### src/rtl/somador_pkg.sv
// somador_pkg
// Shared definitions for the serial adder/subtractor:
//   estado_t  - controller states (idle, adding nibbles, result held)
//   NIBBLE_W  - width of one adder slice
//   OP_SOMA / OP_SUB - encodings of the op input
package somador_pkg;

   typedef enum logic [1:0] {
      OCIOSO  = 2'd0,
      SOMANDO = 2'd1,
      PRONTO  = 2'd2
   } estado_t;

   localparam int NIBBLE_W = 4;

   localparam logic OP_SOMA = 1'b0;
   localparam logic OP_SUB  = 1'b1;

endpackage

### src/rtl/somador_serial_if.sv
// somador_serial_if
// Operand/result handshake bundle for somador_serial.
//   in_valid/in_ready  - operand transfer (a, b, cin, op)
//   out_valid/out_ready - result transfer (s, cout, ov)
// Modports: master = producer of operands / consumer of results,
//           slave  = the adder block.
interface somador_serial_if
   import somador_pkg::*;
#(
   parameter int NIBBLES = 4
);
   localparam int W = NIBBLE_W * NIBBLES;

   logic         in_valid;
   logic         in_ready;
   logic [W-1:0] a;
   logic [W-1:0] b;
   logic         cin;
   logic         op;
   logic         out_valid;
   logic         out_ready;
   logic [W-1:0] s;
   logic         cout;
   logic         ov;

   modport master (
      output in_valid, a, b, cin, op, out_ready,
      input  in_ready, out_valid, s, cout, ov
   );

   modport slave (
      input  in_valid, a, b, cin, op, out_ready,
      output in_ready, out_valid, s, cout, ov
   );

endinterface

### src/rtl/somador4bit.sv
// somador4bit
// Combinational 4-bit slice adder.
//   a, b  in  4  operands
//   cin   in  1  carry-in
//   s     out 4  sum nibble
//   cout  out 4  bit 0 is the carry-out of the slice; bits 3:1 are zero
module somador4bit (
   input  logic [3:0] a,
   input  logic [3:0] b,
   input  logic       cin,
   output logic [3:0] s,
   output logic [3:0] cout
);

   logic [4:0] total;

   assign total = {1'b0, a} + {1'b0, b} + {4'b0000, cin};
   assign s     = total[3:0];
   assign cout  = {3'b000, total[4]};

endmodule

### src/rtl/somador_serial.sv
// somador_serial
// Multi-nibble serial adder/subtractor. An operand pair accepted over the
// input handshake is summed one nibble per clock (LSB first) through a single
// somador4bit slice, with the ripple carry kept in carry_reg. The full result,
// carry-out and signed overflow are then held on the output handshake.
//   clk  in  1  clock, rising edge
//   rst  in  1  asynchronous reset, active low
//   bus  slave modport of somador_serial_if (operands in, result out)
module somador_serial
   import somador_pkg::*;
#(
   parameter int NIBBLES = 4
)
(
   input  logic             clk,
   input  logic             rst,
   somador_serial_if.slave  bus
);

   localparam int W  = NIBBLE_W * NIBBLES;
   localparam int KW = (NIBBLES > 1) ? $clog2(NIBBLES) : 1;
   localparam logic [KW-1:0] K_LAST = KW'(NIBBLES - 1);

   estado_t             estado;
   estado_t             estado_next;
   logic [KW-1:0]       k;
   logic [W-1:0]        a_reg;
   logic [W-1:0]        b_reg;
   logic [NIBBLE_W-1:0] s_reg [NIBBLES];
   logic                carry_reg;
   logic                cout_reg;
   logic                ov_reg;

   logic [NIBBLE_W-1:0] a_nib [NIBBLES];
   logic [NIBBLE_W-1:0] b_nib [NIBBLES];
   logic [NIBBLE_W-1:0] nib_a;
   logic [NIBBLE_W-1:0] nib_b;
   logic [NIBBLE_W-1:0] nib_s;
   logic [3:0]          cout_adder;
   logic                aceita;
   logic                somando;
   logic                ultimo;

   // Only the slice carry (bit 0) feeds the ripple chain.
   logic                unused_cout_hi;
   assign unused_cout_hi = ^cout_adder[3:1];

   // ------------------------------------------------------------------
   // Nibble views of the operand registers and result assembly
   // ------------------------------------------------------------------
   for (genvar gi = 0; gi < NIBBLES; gi++) begin : g_nib
      assign a_nib[gi] = a_reg[gi*NIBBLE_W +: NIBBLE_W];
      assign b_nib[gi] = b_reg[gi*NIBBLE_W +: NIBBLE_W];
      assign bus.s[gi*NIBBLE_W +: NIBBLE_W] = s_reg[gi];
   end

   assign nib_a = a_nib[k];
   assign nib_b = b_nib[k];

   somador4bit u_somador4bit (
      .a    (nib_a),
      .b    (nib_b),
      .cin  (carry_reg),
      .s    (nib_s),
      .cout (cout_adder)
   );

   assign aceita  = (estado == OCIOSO) && bus.in_valid;
   assign somando = (estado == SOMANDO);
   assign ultimo  = somando && (k == K_LAST);

   // ------------------------------------------------------------------
   // Controller
   // ------------------------------------------------------------------
   always_ff @(posedge clk or negedge rst) begin
      if (!rst) begin
         estado <= OCIOSO;
      end else begin
         estado <= estado_next;
      end
   end

   always_comb begin
      estado_next   = estado;
      bus.in_ready  = 1'b0;
      bus.out_valid = 1'b0;
      case (estado)
         OCIOSO: begin
            bus.in_ready = 1'b1;
            if (bus.in_valid) begin
               estado_next = SOMANDO;
            end
         end
         SOMANDO: begin
            if (k == K_LAST) begin
               estado_next = PRONTO;
            end
         end
         PRONTO: begin
            bus.out_valid = 1'b1;
            // Taking the result only frees the block; a new operand waits
            // for the following edge in OCIOSO.
            if (bus.out_ready) begin
               estado_next = OCIOSO;
            end
         end
         default: begin
            estado_next = OCIOSO;
         end
      endcase
   end

   // ------------------------------------------------------------------
   // Datapath
   // ------------------------------------------------------------------
   always_ff @(posedge clk or negedge rst) begin
      if (!rst) begin
         a_reg     <= '0;
         b_reg     <= '0;
         carry_reg <= 1'b0;
         k         <= '0;
         cout_reg  <= 1'b0;
         ov_reg    <= 1'b0;
      end else if (aceita) begin
         // Subtraction is a + ~b + 1: invert b here and seed the carry.
         a_reg     <= bus.a;
         b_reg     <= (bus.op == OP_SUB) ? ~bus.b : bus.b;
         carry_reg <= (bus.op == OP_SUB) ? 1'b1 : bus.cin;
         k         <= '0;
      end else if (somando) begin
         carry_reg <= cout_adder[0];
         if (ultimo) begin
            cout_reg <= cout_adder[0];
            // Overflow: operands of equal sign giving a result of the other
            // sign; b_reg already holds the effective (inverted) operand.
            ov_reg   <= (a_reg[W-1] == b_reg[W-1]) &&
                        (nib_s[NIBBLE_W-1] != a_reg[W-1]);
         end else begin
            k <= k + 1'b1;
         end
      end
   end

   for (genvar gi = 0; gi < NIBBLES; gi++) begin : g_s_reg
      always_ff @(posedge clk or negedge rst) begin
         if (!rst) begin
            s_reg[gi] <= '0;
         end else if (somando && (k == KW'(gi))) begin
            s_reg[gi] <= nib_s;
         end
      end
   end

   assign bus.cout = cout_reg;
   assign bus.ov   = ov_reg;

endmodule

### src/flat_wrapper.sv
// flat-port wrapper written by rule: the top's interface ports become plain ports
module somador_serial_flat import somador_pkg::*;
#(
   parameter int NIBBLES = 4
)
  (clk, rst, bus_in_valid, bus_a, bus_b, bus_cin, bus_op, bus_out_ready, bus_in_ready, bus_out_valid, bus_s, bus_cout, bus_ov);
  somador_serial_if #(.NIBBLES(NIBBLES)) bus_i ();
  input  logic clk;
  input  logic rst;
  input wire logic [$bits(bus_i.in_valid)-1:0] bus_in_valid;
  input wire logic [$bits(bus_i.a)-1:0] bus_a;
  input wire logic [$bits(bus_i.b)-1:0] bus_b;
  input wire logic [$bits(bus_i.cin)-1:0] bus_cin;
  input wire logic [$bits(bus_i.op)-1:0] bus_op;
  input wire logic [$bits(bus_i.out_ready)-1:0] bus_out_ready;
  output wire logic [$bits(bus_i.in_ready)-1:0] bus_in_ready;
  output wire logic [$bits(bus_i.out_valid)-1:0] bus_out_valid;
  output wire logic [$bits(bus_i.s)-1:0] bus_s;
  output wire logic [$bits(bus_i.cout)-1:0] bus_cout;
  output wire logic [$bits(bus_i.ov)-1:0] bus_ov;
  assign bus_i.in_valid = bus_in_valid;
  assign bus_i.a = bus_a;
  assign bus_i.b = bus_b;
  assign bus_i.cin = bus_cin;
  assign bus_i.op = bus_op;
  assign bus_i.out_ready = bus_out_ready;
  assign bus_in_ready = bus_i.in_ready;
  assign bus_out_valid = bus_i.out_valid;
  assign bus_s = bus_i.s;
  assign bus_cout = bus_i.cout;
  assign bus_ov = bus_i.ov;
  somador_serial #(.NIBBLES(NIBBLES)) u_core (.clk(clk), .rst(rst), .bus(bus_i));
endmodule
### config.mk
export PLATFORM = sky130hd
export DESIGN_NAME = somador_serial_flat
export DESIGN_NICKNAME = d
export VERILOG_FILES = /design/src/rtl/somador_pkg.sv /design/src/rtl/somador_serial_if.sv /design/src/rtl/somador4bit.sv /design/src/rtl/somador_serial.sv /design/src/flat_wrapper.sv
export SDC_FILE = /design/constraint.sdc
export NUM_CORES = 1
export LEC_CHECK = 0
export BUFFER_PORTS_ARGS = -buffer_cell sky130_fd_sc_hd__buf_2
export CAP_MARGIN = 20
export CORE_UTILIZATION = 45
export DETAILED_ROUTE_END_ITERATION = 8
export PLACE_DENSITY_LB_ADDON = 0.08
export SYNTH_ARGS = -nofsm -noshare
export SYNTH_HDL_FRONTEND = slang
export SYNTH_SLANG_ARGS = --single-unit
### constraint.sdc
create_clock -name clk -period 4.1 [get_ports clk]
set_input_delay 0.82 -clock clk [delete_from_list [all_inputs] [get_ports clk]]
set_output_delay 0.82 -clock clk [all_outputs]
set_load 0.05 [all_outputs]
==> results of run 1 <==
-- tightest hold or removal path: stages (launching register included) --
cell                      delay [ps]
sky130_fd_sc_hd__dfrtp_1         350
sky130_fd_sc_hd__nand2_1          50
sky130_fd_sc_hd__o21ai_1          60
-- through the flow --
step,std cells,hold slack [ps]
floorplan,219,453
detailed placement,338,470
global placement,338,461
finish,346,483
global route,346,524
CTS,346,492
-- area by class of cell --
cell class	count	area [µm²]	share of cell area
Sequential cell	55	1380	0.450
Inverter	6	22.5	0.00737
Tap cell	72	90.1	0.0295
Multi-Input combinational cell	147	1190	0.389
Timing Repair Buffer	58	293	0.0958
Clock inverter	2	12.5	0.00409
Clock buffer	6	72.6	0.0237
-- synthesized netlist by cell type (all sizes together), types with 2 or more instances --
| master | instances | area share |
|---|---|---|
| a21oi | 18 | 0.035 |
| buf | 10 | 0.029 |
| dfrtp | 55 | 0.52 |
| fa | 2 | 0.015 |
| ha | 7 | 0.033 |
| inv | 6 | 0.0084 |
| mux2 | 20 | 0.10 |
| mux4 | 8 | 0.067 |
| nand2 | 19 | 0.027 |
| nand2b | 2 | 0.0047 |
| nand3 | 2 | 0.0037 |
| nor2 | 21 | 0.030 |
| o21ai | 16 | 0.030 |
| xnor2 | 17 | 0.056 |
| xor2 | 2 | 0.0066 |
-- layer usage --
layer	wire length, µm	vias up
met4	62	0
met1	2320	812
met3	191	6
met5	0	-
li1	-	856
met2	2230	41
-- worst min-delay path by stage --
stage	startpoint	to	slack, ps
after global routing	u_core.a_reg[1]	u_core.a_reg[1]	520
after global placement	u_core.bus.s[1]	u_core.bus.s[1]	460
after floorplan	u_core.a_reg[0]	u_core.a_reg[0]	450
after CTS	u_core.bus.s[1]	u_core.bus.s[1]	490
final	u_core.bus.s[1]	u_core.bus.s[1]	480
after detailed placement	u_core.bus.s[1]	u_core.bus.s[1]	470
-- cell families (layout without fill, tap and decap cells) --
logic type	after synthesis	count (layout)
flops	55	55
simple gates	52	52
compound gates	39	39
mux	28	28
xor+xnor	19	19
buf+inv	17	72
fa+ha+maj	9	9
==> flow_metrics.env, run 1 <==
export IMPL_outcome="complete, no violations"
export IMPL_crit_reg2reg_launch="u_core.k[0]"
export IMPL_worstPathArrival_ps=2940
export IMPL_pre_cts_ws_ps=1330
export IMPL_drt_initial_drc_count=66
export IMPL_async_reset_ff_frac=1.00
export IMPL_grtUsageMet3=0.0345
export IMPL_synth_sequential_area_ratio=0.515
export IMPL_grt_total_ovfl=0
export IMPL_wl_mm=4.80
export IMPL_yosys_register_bits=55
export IMPL_cpPeakStageDelay_ps=760
export IMPL_post_cts_hold_buffer_count=0
export IMPL_cpMaxStageDelayCell="sky130_fd_sc_hd__dfrtp_1"
export IMPL_most_frequent_cells_in_the_layout="57 x sky130_fd_sc_hd__buf_2, 55 x sky130_fd_sc_hd__dfrtp_1, 20 x sky130_fd_sc_hd__nor2_1"
export IMPL_grtUsageMet1=0.233
export IMPL_relSlewSlack=0.579
export IMPL_insertedDiodeCount=0
export IMPL_reg2regPathDepth=6
export IMPL_tightestPinTransition_ps=631
export IMPL_worst_setup_path_end_kind="register"
export IMPL_antenna_nets_post_route=0
export IMPL_synth_edf_count=0
export IMPL_sum_neg_setup_slack_ps=0
export IMPL_drt_pass1_iter_count=4
export IMPL_synth_xor_xnor_area_share=0.0623
export IMPL_grt_busiest_layer="met2"
export IMPL_finalCritPeriodShare=0.673
export IMPL_ioPinCount=58
export IMPL_synth_top_family_by_area="multiplexers"
export IMPL_most_common_library_cell_in_the_layout_ignoring_fill_and_taps="sky130_fd_sc_hd__buf_2"
export IMPL_initial_utilization=0.476
export IMPL_fp_dieArea_um2=6250
export IMPL_vias_per_cell=4.96
export IMPL_max_cap_violations=0
export IMPL_crit_cells=6
export IMPL_post_cts_buffers=0
export IMPL_postLayoutCoreUtil=0.545
export IMPL_route_detailed_drc=0
export IMPL_path_clk_slew_ps=100
export IMPL_synth_area_mux_share=0.169
export IMPL_adder_and_majority_gate_portion_of_the_synthesized_area=0.0478
export IMPL_initial_antenna_violation_count=0
export IMPL_synthFlopType="sky130_fd_sc_hd__dfrtp_1"
export IMPL_placement_cell_area_um2=2970
export IMPL_synth_cell_area_um2=2670
export IMPL_cts_buffers=5
export IMPL_floorplan_die_height_um=79.0
export IMPL_detailed_place_hpwl_mm=3.58
export IMPL_grt_use_total=0.174
export IMPL_synth_compound_gate_area_share=0.0801
export IMPL_type_of_the_worst_setup_path="reg2reg"
export IMPL_gp_congestion=0.781
export IMPL_std_cell_rows=27
export IMPL_final_hold_violation_count=0
export IMPL_setup_violations_final=0
export IMPL_worst_setup_path_endpoint="u_core.bus.s[11]"
export IMPL_cp_start_kind="register"
export IMPL_vias=1715
export IMPL_clk_latency_ps=310
export IMPL_cts_root_buf="sky130_fd_sc_hd__clkbuf_8"
export IMPL_port_buffers=57
export IMPL_final_max_slew_violation_count=0
export IMPL_cts_num_sinks=55
export IMPL_worst_clock_skew_ps=13.1
export IMPL_maximum_clock_path_buffer_count=2
export IMPL_synthDistinctLibCells=36
export IMPL_coreArea_um2=5610
export IMPL_timing_critical_path_from="u_core.k[0]"
export IMPL_grt_first_pass_wirelength_mm=8.28
export IMPL_design_area_um2=3060
export IMPL_hold_depth=2
export IMPL_avgRoutedWirePerCell_um=13.9
export IMPL_nets=320
export IMPL_data_required_time_of_the_worst_path_ps=4280
export IMPL_regToRegEndpoint="u_core.bus.s[11]"
export IMPL_synth_simple_gate_area_share=0.0867
export IMPL_fraction_of_layout_cells_with_a_size_suffix_above_1=0.328
export IMPL_synth_net_count=266
export IMPL_fillCellCount=526
export IMPL_hold_path_class="reg2reg"
export IMPL_cpLargestDelayFamily="flip-flops"
export IMPL_reg2reg_setup_slack_ps=1340
export IMPL_critPathBufInv=0
export IMPL_fmax_mhz=363
export IMPL_floorplan_die_width_um=79.0
export IMPL_largest_net_degree_at_the_start_of_global_routing=54
export IMPL_unrepaired_setup_endpoints_after_global_routing="false"
export IMPL_cts_htree_levels=2
export IMPL_post_synth_inst_count=219
export IMPL_final_critical_path_setup_slack_ps=1340
export IMPL_tritoncts="built"
export IMPL_cts_resized=0
export IMPL_area_growth_synth_to_final_pct=14.5
export IMPL_path_max_fanout=12
export IMPL_grt_pass1_vias=1777
export IMPL_globalRouteMet2Util=0.280
export IMPL_synthesis_warning_total=0
export IMPL_synth_avg_cell_area_um2=12.2
export IMPL_finalCriticalPeriod_ps=2760
export IMPL_critical_path_cell_chain="mux4_2, fa_1, a21o_1, a21oi_2, xor2_1, o21ai_1"
Power of run 1 is not shown: default switching activity piles up to over one toggle a cycle in this logic, so the estimate is an artifact.
==> run 2: changes to the inputs <==
--- a/config.mk
+++ b/config.mk
@@ -5,6 +5,7 @@
 export SDC_FILE = /design/constraint.sdc
 export NUM_CORES = 1
 export LEC_CHECK = 0
+export ABC_AREA = 1
 export BUFFER_PORTS_ARGS = -buffer_cell sky130_fd_sc_hd__buf_2
 export CAP_MARGIN = 20
 export CORE_UTILIZATION = 45
==> constraint.sdc (replaced) <==
create_clock -name clk -period 2.3 [get_ports clk]
set_input_delay 0.46 -clock clk [delete_from_list [all_inputs] [get_ports clk]]
set_output_delay 0.46 -clock clk [all_outputs]
set_load 0.05 [all_outputs]
==> run 2 against run 1 <==
Net effect: worst setup slack got worse by 1200 ps; die area is 0.51% lower; synthesized cell count increased by 42%; non-clock buffer count grew 7; final cell count rose by 29%; core utilization rose by 1.4 points; first-iteration DRC count is 64% higher; hold slack worse by 340 ps; register-to-register slack got worse by 1200 ps; global-route usage increased by 2.1 points; area after synthesis shrank 0.52%; largest cell class unchanged.
==> flow_metrics.env, run 2 <==
export IMPL_adder_and_majority_gate_portion_of_the_synthesized_area=0.0480
export IMPL_timing_hold_ws_ps=140
export IMPL_synth_largest_type_area_fraction=0.518
export IMPL_most_common_library_cell_in_the_layout_ignoring_fill_and_taps="sky130_fd_sc_hd__nand2_1"
export IMPL_ir_worst_vdd_mv=0.870
export IMPL_max_cap_violations=0
export IMPL_switching_share=0.504
export IMPL_synth_avg_cell_area_um2=8.51
export IMPL_post_cts_hold_buffer_count=0
export IMPL_synth_top_family_by_area="simple AND/OR/NAND/NOR gates"
export IMPL_reg2reg_setup_slack_ps=110
export IMPL_floorplan_die_height_um=78.8
export IMPL_insertedDiodeCount=0
export IMPL_sum_neg_setup_slack_ps=0
export IMPL_final_hold_violation_count=0
export IMPL_gp_congestion=0.899
export IMPL_cp_start_kind="register"
export IMPL_crit_reg2reg_launch="u_core.k[0]"
export IMPL_unrepaired_setup_endpoints_after_global_routing="false"
export IMPL_tritoncts="built"
export IMPL_avgRoutedWirePerCell_um=12.6
export IMPL_synthDistinctLibCells=21
export IMPL_regToRegEndpoint="u_core.carry_reg"
export IMPL_initial_antenna_violation_count=0
export IMPL_std_cell_rows=27
export IMPL_outcome="complete, no violations"
export IMPL_type_of_the_worst_setup_path="reg2reg"
export IMPL_vias=2168
export IMPL_clk_latency_ps=300
export IMPL_worst_setup_path_end_kind="register"
export IMPL_synthesis_warning_total=0
export IMPL_synth_cell_area_um2=2660
export IMPL_coreArea_um2=5610
export IMPL_area_growth_synth_to_final_pct=18.1
export IMPL_ioPinCount=58
export IMPL_synth_sequential_area_ratio=0.518
export IMPL_worst_clock_skew_ps=10.3
export IMPL_port_buffers=57
export IMPL_most_frequent_cells_in_the_layout="114 x sky130_fd_sc_hd__nand2_1, 57 x sky130_fd_sc_hd__buf_2, 54 x sky130_fd_sc_hd__dfrtp_1"
export IMPL_power_net_switching_mw=2.71
export IMPL_floorplan_die_width_um=78.8
export IMPL_hold_path_class="in2async"
export IMPL_grt_first_pass_wirelength_mm=9.41
export IMPL_finalPower_mw=5.38
export IMPL_synth_net_count=359
export IMPL_share_clk_of_total_power=0.094
export IMPL_synth_simple_gate_area_share=0.214
export IMPL_vias_per_cell=4.87
export IMPL_tightestPinTransition_ps=448
export IMPL_grt_total_ovfl=0
export IMPL_synth_most_common_cell="sky130_fd_sc_hd__nand2_1"
export IMPL_place_inst=437
export IMPL_power_static_leakage_nw=1.65
export IMPL_post_cts_buffers=0
export IMPL_path_max_fanout=13
export IMPL_final_critical_path_setup_slack_ps=106
export IMPL_fmax_mhz=456
export IMPL_worstPathArrival_ps=2440
export IMPL_wl_mm=5.60
export IMPL_nets=419
export IMPL_pre_cts_ws_ps=30.5
export IMPL_synthFlopType="sky130_fd_sc_hd__dfrtp_1"
export IMPL_post_synth_main_area_contributors="sky130_fd_sc_hd__dfrtp_1 52%, sky130_fd_sc_hd__nand2_1 16%, sky130_fd_sc_hd__o21ai_0 7.3%"
export IMPL_async_reset_ff_frac=1.00
export IMPL_antenna_nets_post_route=0
export IMPL_route_detailed_drc=0
export IMPL_synth_edf_count=0
export IMPL_final_max_slew_violation_count=0
export IMPL_synth_xor_xnor_area_share=0.0561
export IMPL_yosys_register_bits=55
export IMPL_initial_utilization=0.474
export IMPL_detailed_place_hpwl_mm=4.17
export IMPL_synth_compound_gate_area_share=0.114
export IMPL_cts_htree_levels=2
export IMPL_drt_initial_drc_count=108
export IMPL_yosys_top_cells_count="114 x sky130_fd_sc_hd__nand2_1, 55 x sky130_fd_sc_hd__dfrtp_1, 39 x sky130_fd_sc_hd__o21ai_0"
export IMPL_finalCritPeriodShare=0.954
export IMPL_seq_power_share=0.324
export IMPL_synth_area_mux_share=0
export IMPL_cts_root_buf="sky130_fd_sc_hd__clkbuf_8"
export IMPL_netlist_top_cell_by_area="sky130_fd_sc_hd__dfrtp_1"
export IMPL_maximum_clock_path_buffer_count=2
export IMPL_reg2regPathDepth=9
export IMPL_fp_dieArea_um2=6210
export IMPL_largest_net_degree_at_the_start_of_global_routing=56
export IMPL_path_clk_slew_ps=90
export IMPL_data_required_time_of_the_worst_path_ps=2550
export IMPL_relSlewSlack=0.701
export IMPL_power_share_combinational=0.582
export IMPL_grt_use_total=0.195
export IMPL_internal_portion_of_total_power_mw=2.67
export IMPL_setup_violations_final=0
export IMPL_post_synth_inst_count=312
export IMPL_drt_pass1_iter_count=4
export IMPL_powerDensity_nw_per_um2=1710
export IMPL_cts_buffers=5
export IMPL_finalCriticalPeriod_ps=2190
export IMPL_grt_pass1_vias=2037
export IMPL_cts_num_sinks=55
export IMPL_fraction_of_layout_cells_with_a_size_suffix_above_1=0.220
export IMPL_instances_no_fill=445
run 2: logic make-up after synthesis:
logic type / count (synthesis)
fa+ha+maj: 9
simple gates: 145
flops: 55
xor+xnor: 17
compound gates: 56
buf+inv: 30
run 2: worst max-delay path, stage by stage (launching register included):
cell and delay [ps]:
sky130_fd_sc_hd__dfrtp_2 470, sky130_fd_sc_hd__inv_4 130, sky130_fd_sc_hd__nor2_1 60, sky130_fd_sc_hd__o22ai_1 220, sky130_fd_sc_hd__fa_1 260, sky130_fd_sc_hd__inv_1 60
sky130_fd_sc_hd__fa_1 440, sky130_fd_sc_hd__o31ai_2 330, sky130_fd_sc_hd__o21bai_1 90, sky130_fd_sc_hd__nand2_1 60
run 2: what timing repair did:
| action | in CTS | in global routing |
|---|---|---|
| resized for setup | 0 | 7 |
| endpoints found under the hold margin | 0 | 0 |
| setup endpoints to repair | 0 | 11 |
run 2: final cells by class:
| type | instances | area [µm²] |
|---|---|---|
| fillers | 557 | 2470 |
| flip-flops and latches | 55 | 1380 |
| well taps | 72 | 90.1 |
| clock inverters | 1 | 5.00 |
| inverters | 18 | 70.1 |
| multi-input cells | 227 | 1160 |
| clock buffers | 7 | 76.3 |
| repair buffers | 65 | 358 |
run 2: power groups by stage:
stage          Sequential, mW  Clock [mW]  Combinational, mW
3_5_place_dp             1.75           0               3.05
6_report                 1.74       0.503               3.13
5_1_grt                  1.79       0.553               3.52
4_1_cts                  1.74       0.520               3.06
3_3_place_gp             1.76           0               3.02
2_1_floorplan            2.15           0               1.84
run 2: worst max path at each step:
stage	startpoint	end	cells after the start
after floorplan	u_core.k[0]	u_core.carry_reg	11
after global placement	u_core.k[0]	u_core.carry_reg	9
after detailed placement	u_core.k[0]	u_core.carry_reg	9
after CTS	u_core.k[0]	u_core.carry_reg	9
after global routing	u_core.k[0]	u_core.bus.s[13]	7
final	u_core.k[0]	u_core.carry_reg	9
run 2: layer usage:
layer	share of wire	vias up	wire (µm)	global-route usage
met5	0	-	0	0
met4	0.011	0	61	0.0655
met3	0.033	7	184	0.0276
met2	0.47	49	2660	0.327
met1	0.48	989	2690	0.260
li1	-	1123	-	-
run 2: stage by stage:
step	util	area [µm²]
floorplan	-	2660
global route	0.559	3140
detailed placement	0.542	3040
global placement	0.542	3040
CTS	0.556	3120
finish	0.559	3140
Power figures use the tool's default switching activity.
==> run 3: changes to the inputs <==
--- a/config.mk
+++ b/config.mk
@@ -8,6 +8,7 @@
 export ABC_AREA = 1
 export BUFFER_PORTS_ARGS = -buffer_cell sky130_fd_sc_hd__buf_2
 export CAP_MARGIN = 20
+export CORE_ASPECT_RATIO = 0.7
 export CORE_UTILIZATION = 45
 export DETAILED_ROUTE_END_ITERATION = 8
 export PLACE_DENSITY_LB_ADDON = 0.08
==> run 3 against run 2 <==
Net effect: critical path depth increased by 2; final cell count increased by 0.90%; core utilization increased by 0.63 points; global-route usage increased by 1.4 points; critical endpoint is now u_core.bus.ov; final area increased by 2.8%.
==> flow_metrics.env, run 3 (synthesized netlist as in run 2, its figures left out) <==
export IMPL_hold_path_class="in2async"
export IMPL_cts_num_sinks=55
export IMPL_drt_initial_drc_count=118
export IMPL_finalCritPeriodShare=0.947
export IMPL_ioPinCount=58
export IMPL_path_max_fanout=9
export IMPL_vias_per_cell=4.87
export IMPL_drt_pass1_iter_count=5
export IMPL_regToRegEndpoint="u_core.bus.ov"
export IMPL_insertedDiodeCount=0
export IMPL_reg2regPathDepth=11
export IMPL_worstPathArrival_ps=2380
export IMPL_reg2reg_setup_slack_ps=120
export IMPL_clk_latency_ps=300
export IMPL_floorplan_die_width_um=93.8
export IMPL_crit_reg2reg_launch="u_core.k[0]"
export IMPL_cts_buffers=5
export IMPL_wl_mm=6.00
export IMPL_cts_root_buf="sky130_fd_sc_hd__clkbuf_8"
export IMPL_tightestPinTransition_ps=650
export IMPL_fp_dieArea_um2=6220
export IMPL_initial_antenna_violation_count=0
export IMPL_area_growth_synth_to_final_pct=21.3
export IMPL_std_cell_rows=23
export IMPL_placement_cell_area_um2=3060
export IMPL_crit_cells=11
export IMPL_finalCriticalPeriod_ps=2180
export IMPL_largest_net_degree_at_the_start_of_global_routing=29
export IMPL_max_cap_violations=0
export IMPL_cp_common_cell="sky130_fd_sc_hd__nand2_1"
export IMPL_gp_congestion=0.878
export IMPL_sum_neg_setup_slack_ps=0
export IMPL_most_common_library_cell_in_the_layout_ignoring_fill_and_taps="sky130_fd_sc_hd__nand2_1"
export IMPL_most_frequent_cells_in_the_layout="114 x sky130_fd_sc_hd__nand2_1, 57 x sky130_fd_sc_hd__buf_2, 54 x sky130_fd_sc_hd__dfrtp_1"
export IMPL_worst_clock_skew_ps=7.63
export IMPL_initial_utilization=0.466
export IMPL_grt_first_pass_wirelength_mm=9.80
export IMPL_critical_path_cell_chain="inv_4, buf_4, o21ai_0, o22ai_1, ha_2, a21oi_1, nand3_2, nand3_1, nand2_1, nand2_1, nand2_1"
export IMPL_cp_start_kind="register"
export IMPL_cpPeakStageDelay_ps=490
export IMPL_worst_setup_path_end_kind="register"
export IMPL_maximum_clock_path_buffer_count=2
export IMPL_outcome="complete, no violations"
export IMPL_cpLargestDelayFamily="compound AO/OA/AOI/OAI gates"
export IMPL_tritoncts="built"
export IMPL_fraction_of_layout_cells_with_a_size_suffix_above_1=0.238
export IMPL_type_of_the_worst_setup_path="reg2reg"
export IMPL_unrepaired_setup_endpoints_after_global_routing="false"
export IMPL_post_cts_buffers=0
export IMPL_antenna_nets_post_route=0
export IMPL_route_detailed_drc=0
export IMPL_avgRoutedWirePerCell_um=13.4
export IMPL_vias=2188
export IMPL_critPathBufInv=2
export IMPL_nets=420
export IMPL_floorplan_die_height_um=66.3
export IMPL_coreArea_um2=5700
export IMPL_design_area_um2=3220
export IMPL_port_buffers=57
export IMPL_final_max_slew_violation_count=0
export IMPL_post_cts_hold_buffer_count=0
export IMPL_detailed_place_hpwl_mm=4.48
export IMPL_grt_total_ovfl=0
export IMPL_cpMaxStageDelayCell="sky130_fd_sc_hd__dfrtp_2"
export IMPL_grt_use_total=0.209
export IMPL_path_clk_slew_ps=100
export IMPL_fillCellCount=549
export IMPL_grt_pass1_vias=1990
export IMPL_setup_violations_final=0
export IMPL_relSlewSlack=0.566
export IMPL_fmax_mhz=459
export IMPL_final_hold_violation_count=0
export IMPL_cts_htree_levels=2
export IMPL_data_required_time_of_the_worst_path_ps=2500
[run 3: cell types whose count changed in the layout (fill, tap and decap cells not counted), sizes merged]
| cell | change |
|---|---|
| bufinv | +1 |
| buf | +1 |
| clkbuf | -1 |
[run 3: through the flow]
step           instances  hold WS [ps]  utilization  setup WS, ps
4_1_cts              449           193        0.559          9.40
3_5_place_dp         441           465        0.538         -4.76
3_3_place_gp         441           461        0.538          42.5
6_report             449           172        0.566           122
2_1_floorplan        312           164            -          68.8
5_1_grt              449           209        0.566          1.51
[run 3: per-layer routing]
metal,part of all wire,vias to the layer above,track usage
li1,-,1120,-
met1,0.54,1003,0.328
met2,0.41,61,0.291
met3,0.046,4,0.0425
met4,0.0073,0,0.0462
met5,0,-,0
[run 3: worst max-delay path by stage]
stage / startpoint / slack [ps] / endpoint
floorplan: u_core.k[0] / 70 / u_core.carry_reg
global route: u_core.k[0] / 2 / u_core.bus.ov
CTS: u_core.k[0] / 9 / u_core.bus.s[10]
detailed placement: u_core.k[0] / -5 / u_core.carry_reg
finish: u_core.k[0] / 120 / u_core.bus.ov
global placement: u_core.k[0] / 40 / u_core.carry_reg
[run 3: area by class of cell]
class | count | area (µm²) | share of cell area
Sequential cell | 55 | 1380 | 0.427
Multi-Input combinational cell | 227 | 1190 | 0.368
Timing Repair Buffer | 66 | 378 | 0.117
Tap cell | 75 | 93.8 | 0.0291
Clock buffer | 6 | 82.6 | 0.0256
Inverter | 18 | 70.1 | 0.0217
Clock inverter | 2 | 35.0 | 0.0109
[run 3: what timing repair did]
action	4_1_cts	5_1_grt
gates resized for setup	1	9
hold endpoints to repair	0	0
endpoints found under the setup margin	2	15
Power of run 3 is left out for the same reason.
